## src/rtl/stim_fifo.sv

```systemverilog
// Show-ahead valid/ready FIFO between the stimulus driver and the DUT input.
// Optional high-water-mark tracking is enabled by defining STIM_FIFO_HWM_EN.
module stim_fifo #(
  parameter int WIDTH = 8,
  parameter int DEPTH = 16
) (
  input  logic                     clk,
  input  logic                     rst,
  input  logic                     in_valid,
  input  logic [WIDTH-1:0]         in_data,
  output logic                     in_ready,
  output logic                     out_valid,
  output logic [WIDTH-1:0]         out_data,
  input  logic                     out_ready,
  output logic [$clog2(DEPTH):0]   count,
  output logic [$clog2(DEPTH):0]   hwm
);

  localparam int AW = $clog2(DEPTH);
  localparam int PW = AW + 1;
  localparam logic [PW-1:0] FULL = PW'(DEPTH);

  logic [WIDTH-1:0] mem [DEPTH];
  logic [PW-1:0]    wr_ptr;
  logic [PW-1:0]    rd_ptr;
  logic [PW-1:0]    count_next;
  logic             push;
  logic             pop;

  // Handshake flags come only from the registered count, so a same-cycle
  // pop never opens room for a push and a push never bypasses to the output.
  assign in_ready  = (count != FULL);
  assign out_valid = (count != '0);
  assign push      = in_valid && in_ready;
  assign pop       = out_valid && out_ready;
  assign out_data  = mem[rd_ptr[AW-1:0]];

  always_comb begin
    count_next = count;
    if (push && !pop)
      count_next = count + PW'(1);
    else if (pop && !push)
      count_next = count - PW'(1);
  end

  always_ff @(posedge clk) begin
    if (push)
      mem[wr_ptr[AW-1:0]] <= in_data;
  end

  always_ff @(posedge clk or negedge rst) begin
    if (!rst) begin
      wr_ptr <= '0;
      rd_ptr <= '0;
      count  <= '0;
    end else begin
      if (push)
        wr_ptr <= wr_ptr + PW'(1);
      if (pop)
        rd_ptr <= rd_ptr + PW'(1);
      count <= count_next;
    end
  end

`ifdef STIM_FIFO_HWM_EN
  // count_next never exceeds DEPTH, so the mark saturates on its own.
  always_ff @(posedge clk or negedge rst) begin
    if (!rst)
      hwm <= '0;
    else if (count_next > hwm)
      hwm <= count_next;
  end
`else
  assign hwm = '0;
`endif

endmodule

```

## config.mk

```make
export PLATFORM = sky130hd
export DESIGN_NAME = stim_fifo
export DESIGN_NICKNAME = d
export VERILOG_FILES = /design/src/rtl/stim_fifo.sv
export SDC_FILE = /design/constraint.sdc
export NUM_CORES = 1
export LEC_CHECK = 0
export BUFFER_PORTS_ARGS = -buffer_cell sky130_fd_sc_hd__buf_2
export CAP_MARGIN = 15
export CORE_MARGIN = 5
export CORE_UTILIZATION = 60
export DETAILED_ROUTE_END_ITERATION = 10
export GPL_ROUTABILITY_DRIVEN = 0
export GPL_TIMING_DRIVEN = 0
export HOLD_SLACK_MARGIN = 0.08
export PLACE_DENSITY = 0.89
export SETUP_SLACK_MARGIN = 0.2
export SLEW_MARGIN = 30
export SYNTH_ARGS = -nofsm -noshare
export SYNTH_HDL_FRONTEND = slang
export SYNTH_SLANG_ARGS = --single-unit
export TNS_END_PERCENT = 20
```

## constraint.sdc

```tcl
create_clock -name clk -period 3 [get_ports clk]
set_input_delay 0.45 -clock clk [delete_from_list [all_inputs] [get_ports clk]]
set_output_delay 0.45 -clock clk [all_outputs]
set_load 0.03 [all_outputs]
```

# == Yosys cells after proc, flatten, opt, wreduce, memory -nomap -nowiden ==
# Memory sizes are Yosys's and may differ from the RTL's.
# Cells that the tools add are included.
# totals
regBits,15
mem_bits_rw,128
output_inout_bits,20
wordCells,21
mem_count,1
# op_classes
n_addsub,4
eq_ne,1
mux,4
reduce_logical,8
# mem_list
memory,words,word_bits,rd,rd_ports_with_merged_regs,wr,line_no,text
mem,16,8,1,0,1,23,logic [WIDTH-1:0] mem [DEPTH];
# ops
operator,count
"5-bit by 1-bit adder with 5-bit output, second input constant",3
5-bit 2-to-1 mux,2
"5-bit inequality test, second input constant",1
5-bit nonzero test,1
"5-bit by 1-bit subtractor with 5-bit output, second input constant",1
1-bit logical AND,4
1-bit logical NOT,2
1-bit 2-to-1 mux,2
2-bit nonzero test,1

# == Longest topological paths before layout ==
# depth
word_depth,6
ltp_mapped,10
depth_no_buf,10

# == Least setup slack after synthesis ==
# No wires, ideal clock.
# synth_timing
kind,reg-to-reg
startpoint,reg count[0]
endpoint,reg count[4]
setup_ns,0.136
arrival_time_ns,2.718
path_slack_ns,0.146
stages_incl_launch_ff,11
path_buffers,0
period_less_slack_ns,2.854
path_cell_list,dfrtp_1 -> nor4_4 -> nand2b_1 -> nand2_1 -> ha_1 -> inv_1 -> fa_1 -> a21o_1 -> a21oi_1 -> mux2i_1 -> xnor2_1
# synth_via
elab_chain_cells,5
word_cells_on_any_way,13
classes_between,add/sub (2); eq/ne (1); mux (2); reduce/logical (8)
# synth_lines
item,line_no,text
from (decl),15,"output logic [$clog2(DEPTH):0] count,"
from (signal assigned),61,count <= count_next;
5-bit nonzero test *,33,assign out_valid = (count != '0);
named net out_valid,12,"output logic out_valid,"
1-bit logical AND *,35,assign pop = out_valid && out_ready;
1-bit logical NOT,40,if (push && !pop)
1-bit logical AND,40,
5-bit 2-to-1 mux / 2-bit nonzero test (equally long branches),--,
# The timed path passes the listed nets; every way through them passes the cells marked *. The select of a mux whose other input is x is not followed.
# A chain may end at the register's enable or synchronous reset.

# == Worst setup path after layout ==
# layout_timing
startpoint,reg rd_ptr[3]
endpoint,out out_data[0]
# layout_via
elab_chain_cells,1
# layout_lines
item,line_no,text
from (decl),25,logic [PW-1:0] rd_ptr;
from (signal assigned),60,rd_ptr <= rd_ptr + PW'(1);
memory 16 x 8 bit,--,
to (decl),13,"output logic [WIDTH-1:0] out_data,"
# Every way passes these cells.

==> Implementation_results.wiki <==
{| class="wikitable"
! Metric !! Value
|-
| Tot GR Track Use || 24.08%
|-
| Later-pin clock latency in the skew report || ~530 ps
|-
| FP Rows || 36
|-
| Synthesized flop and latch total || around 140
|-
| Fraction of layout cells with a size suffix above 1 || between 30% and 40%
|-
| Total CTS buffers || 17
|-
| Seq pwr share || between 30% and 40%
|-
| Biggest fanout along the worst timing path || 10
|-
| Clock tree buffer depth || 2
|-
| NumNets Final || 402
|-
| Max H-tree Level || 4
|-
| Total count of hold-check failures in the final report || 0
|-
| Worst setup EP type || primary output
|-
| Post-route non-filler standard cell count || 526
|-
| Total via count after detailed routing || between 3000 and 4000
|-
| Synth Flop Type || sky130_fd_sc_hd__edfxtp_1
|-
| Relative slew slack || roughly 46%
|-
| Cell total after placement || 487
|-
| Die outline area || ~12000 um^2
|-
| Y dimension of the die || about 110 um
|-
| Final Routed Wirelength || 13360 um
|-
| Count of antenna diodes in the layout || 0
|-
| Clock skew after layout || about 8.6 ps
|-
| Largest cells by area after synthesis || sky130_fd_sc_hd__edfxtp_1, sky130_fd_sc_hd__mux4_2, sky130_fd_sc_hd__mux2i_1
|-
| Reg-to-Reg Start || count[2]
|-
| Slew at the pin closest to its max-slew limit || roughly 800 ps
|-
| TritonCTS clock tree || done
|-
| Per-instance average area after synthesis || about 18 um^2
|-
| Wirelength per Cell || 25.40 um
|-
| Signed area change from the synthesized netlist to the final layout || 21.31%
|-
| First-pass GRT wire length || about 20000 um
|-
| Synth warn || 0
|-
| Fraction of synthesis flops using an asynchronous set or reset pin || slightly above 9%
|-
| Reported max-cap violation count || 0
|-
| HPWL Detailed || 7904 um
|-
| Final setup vio count || 0
|-
| Count of nets left with antenna violations after detail routing || 0
|-
| Std-Cell Core Area || roughly 9600 um^2
|-
| Register area share after synthesis || between 70% and 80%
|-
| Arrival time of data at the critical path endpoint || 2340 ps
|-
| Number of library cell types mapped by synthesis || 32
|-
| IO buf count || 26
|-
| Clock transition at the registers of the reported paths || roughly 60 ps
|-
| Comb pwr share || between 40% and 50%
|-
| Clock net sink count || ~140
|-
| IO Count || 32
|-
| Accumulated negative setup slack || 0 ps
|-
| Category of the critical setup timing path || register to primary output
|-
| Utilization after layout || between 70 and 80%
|-
| Remaining design rule violation count || 0
|-
| Maximum frequency from static timing analysis || about 0.36 GHz
|-
| Part of the cycle the worst path needs || about 93%
|-
| RSZ-0062 raised after global routing || yes
|-
| Leftover overflow at the end of global routing || 0
|-
| Commonest cells after routing, fill and taps aside || sky130_fd_sc_hd__edfxtp_1, sky130_fd_sc_hd__mux2i_1, sky130_fd_sc_hd__buf_2
|-
| Vias in the first global route || 3394
|-
| Pwr Density || between 1000 and 1500 nW/um^2
|-
| Fraction of post-synthesis cell area in the top cell type by area || 66.14%
|-
| Number of design-rule violations left by the first detailed-router iteration || between 400 and 500
|-
| Count of pins over their slew limit || 0
|-
| Share of total power consumed by net switching || between 30 and 40%
|-
| CP required || approximately 2600 ps
|-
| Beginning of the critical path || rd_ptr[3]
|-
| Synth area leader || sky130_fd_sc_hd__edfxtp_1
|-
| Antenna violations before repair || 0
|-
| Pin count of the biggest net entering global routing || 17
|-
| Count of flip-flops with a built-in enable after synthesis || about 130
|-
| Hold path startpoint || out_ready
|-
| Worst IR Drop VDD || ~890 uV
|-
| Type of origin of the critical path || register
|-
| DR pass1 iterations || 5
|-
| Post-layout min period || ~2800 ps
|-
| Post-DR vias/cell || about 6.3
|-
| Net switching power figure || 2888 uW
|-
| Design internal power || 4821 uW
|-
| Fraction of power consumed by the clock network || about a quarter
|-
| Cell area after synthesis || just under 6000 um^2
|-
| Starting utilization of the core area || between 60% and 70%
|-
| Leading cell type in the layout, fill and taps excluded || sky130_fd_sc_hd__edfxtp_1
|-
| Outcome || finished clean
|-
| Leakage power of the design || approximately 0.0025 uW
|-
| Gate count of the mapped netlist || between 300 and 400
|-
| Tightest Hold Check Type || primary input to register
|-
| Die extent in x || ~110 um
|-
| Buffer cell driving the clock tree root || sky130_fd_sc_hd__clkbuf_8
|}
-- power groups by stage --
stage                     clock, uW  combinational [uW]  sequential (uW)
final                          1900                3230             2580
after global routing           1990                3390             2600
after CTS                      1890                2670             2570
after detailed placement          0                2550             2600
after global placement            0                2420             2570
after floorplan                   0                1790             2630
-- per-layer routing --
metal	GRT usage [%]	wire (um)	part of all wire, %	vias up
met3	6.925	1061	7.9	50
li1	-	-	-	1383
met4	12.53	588	4.4	0
met2	39.59	6883	52	187
met5	0	0	0	-
met1	29.02	4824	36	1671
-- cell families after synthesis --
family / synth area share (%)
flops: 71.73
mux: 12.27
simple gates: 3.660
compound gates: 5.231
buf+inv: 3.251
fa+ha+maj: 2.282
xor+xnor: 1.507
other cells: 0.06452
-- Yosys cell counts, types with 8 or more instances --
library cell / number
sky130_fd_sc_hd__xnor2_1: 9
sky130_fd_sc_hd__a22oi_1: 8
sky130_fd_sc_hd__buf_6: 8
sky130_fd_sc_hd__ha_1: 9
sky130_fd_sc_hd__edfxtp_1: 128
sky130_fd_sc_hd__nand2_1: 18
sky130_fd_sc_hd__nor2_1: 14
sky130_fd_sc_hd__mux2i_1: 33
sky130_fd_sc_hd__o21ai_0: 11
sky130_fd_sc_hd__mux4_2: 16
sky130_fd_sc_hd__dfrtp_1: 13
sky130_fd_sc_hd__buf_4: 8
sky130_fd_sc_hd__a221oi_1: 14
-- cell type report --
class                   count  area, um^2
flip-flops and latches    141        4172
inverters                   4       18.77
fillers                   484        2544
clock inverters            15       123.9
well taps                 133       166.4
repair buffers             33       210.2
clock buffers              17       414.1
multi-input cells         161        1738
plain buffers              22       207.7
-- sequential cells by signal (all words and copies together) (netlist names) --
name    count
mem       128
count       5
rd_ptr      4
wr_ptr      4
-- per-stage QoR --
| step | instance area, um^2 | setup slack (ps) | power, uW | hold slack (ps) |
|---|---|---|---|---|
| CTS | 6734 | 69.34 | 7124 | 209.9 |
| global placement | 6126 | 385.0 | 4997 | 348.5 |
| detailed placement | 6146 | 186.0 | 5144 | 352.7 |
| floorplan | 5829 | 255.7 | 4412 | 154.4 |
| finish | 7051 | 205.3 | 7709 | 227.4 |
| global route | 7051 | 123.0 | 7981 | 230.1 |
-- timing repair --
item / CTS / global route
hold endpoints to repair: 13 / 0
gates resized for setup: 8 / 59
endpoints found under the setup margin: 9 / 9
buffers inserted: 0 / 6
hold buffers: 1 / 0
pin swaps: 0 / 13
-- worst paths after layout --
path                                     to  slack, ps  depth (start not counted)
worst min register to register     count[4]        580                          1
worst max register to register     count[4]        340                         10
min in group asynchronous         rd_ptr[2]        350                          2
worst min-delay path              rd_ptr[3]        230                          3
max in group asynchronous          count[1]       2390                          2
worst max-delay path            out_data[0]        210                          7
-- critical path, stage by stage (launching register included) --
cell and delay, ps:
sky130_fd_sc_hd__dfrtp_1 320, sky130_fd_sc_hd__clkbuf_2 380, sky130_fd_sc_hd__clkinvlp_4 190, sky130_fd_sc_hd__buf_4 200, sky130_fd_sc_hd__a221oi_4 270, sky130_fd_sc_hd__a22oi_1 130
sky130_fd_sc_hd__nand2_1 110, sky130_fd_sc_hd__clkbuf_4 190
No activity file was read; power rests on OpenSTA's default activity.
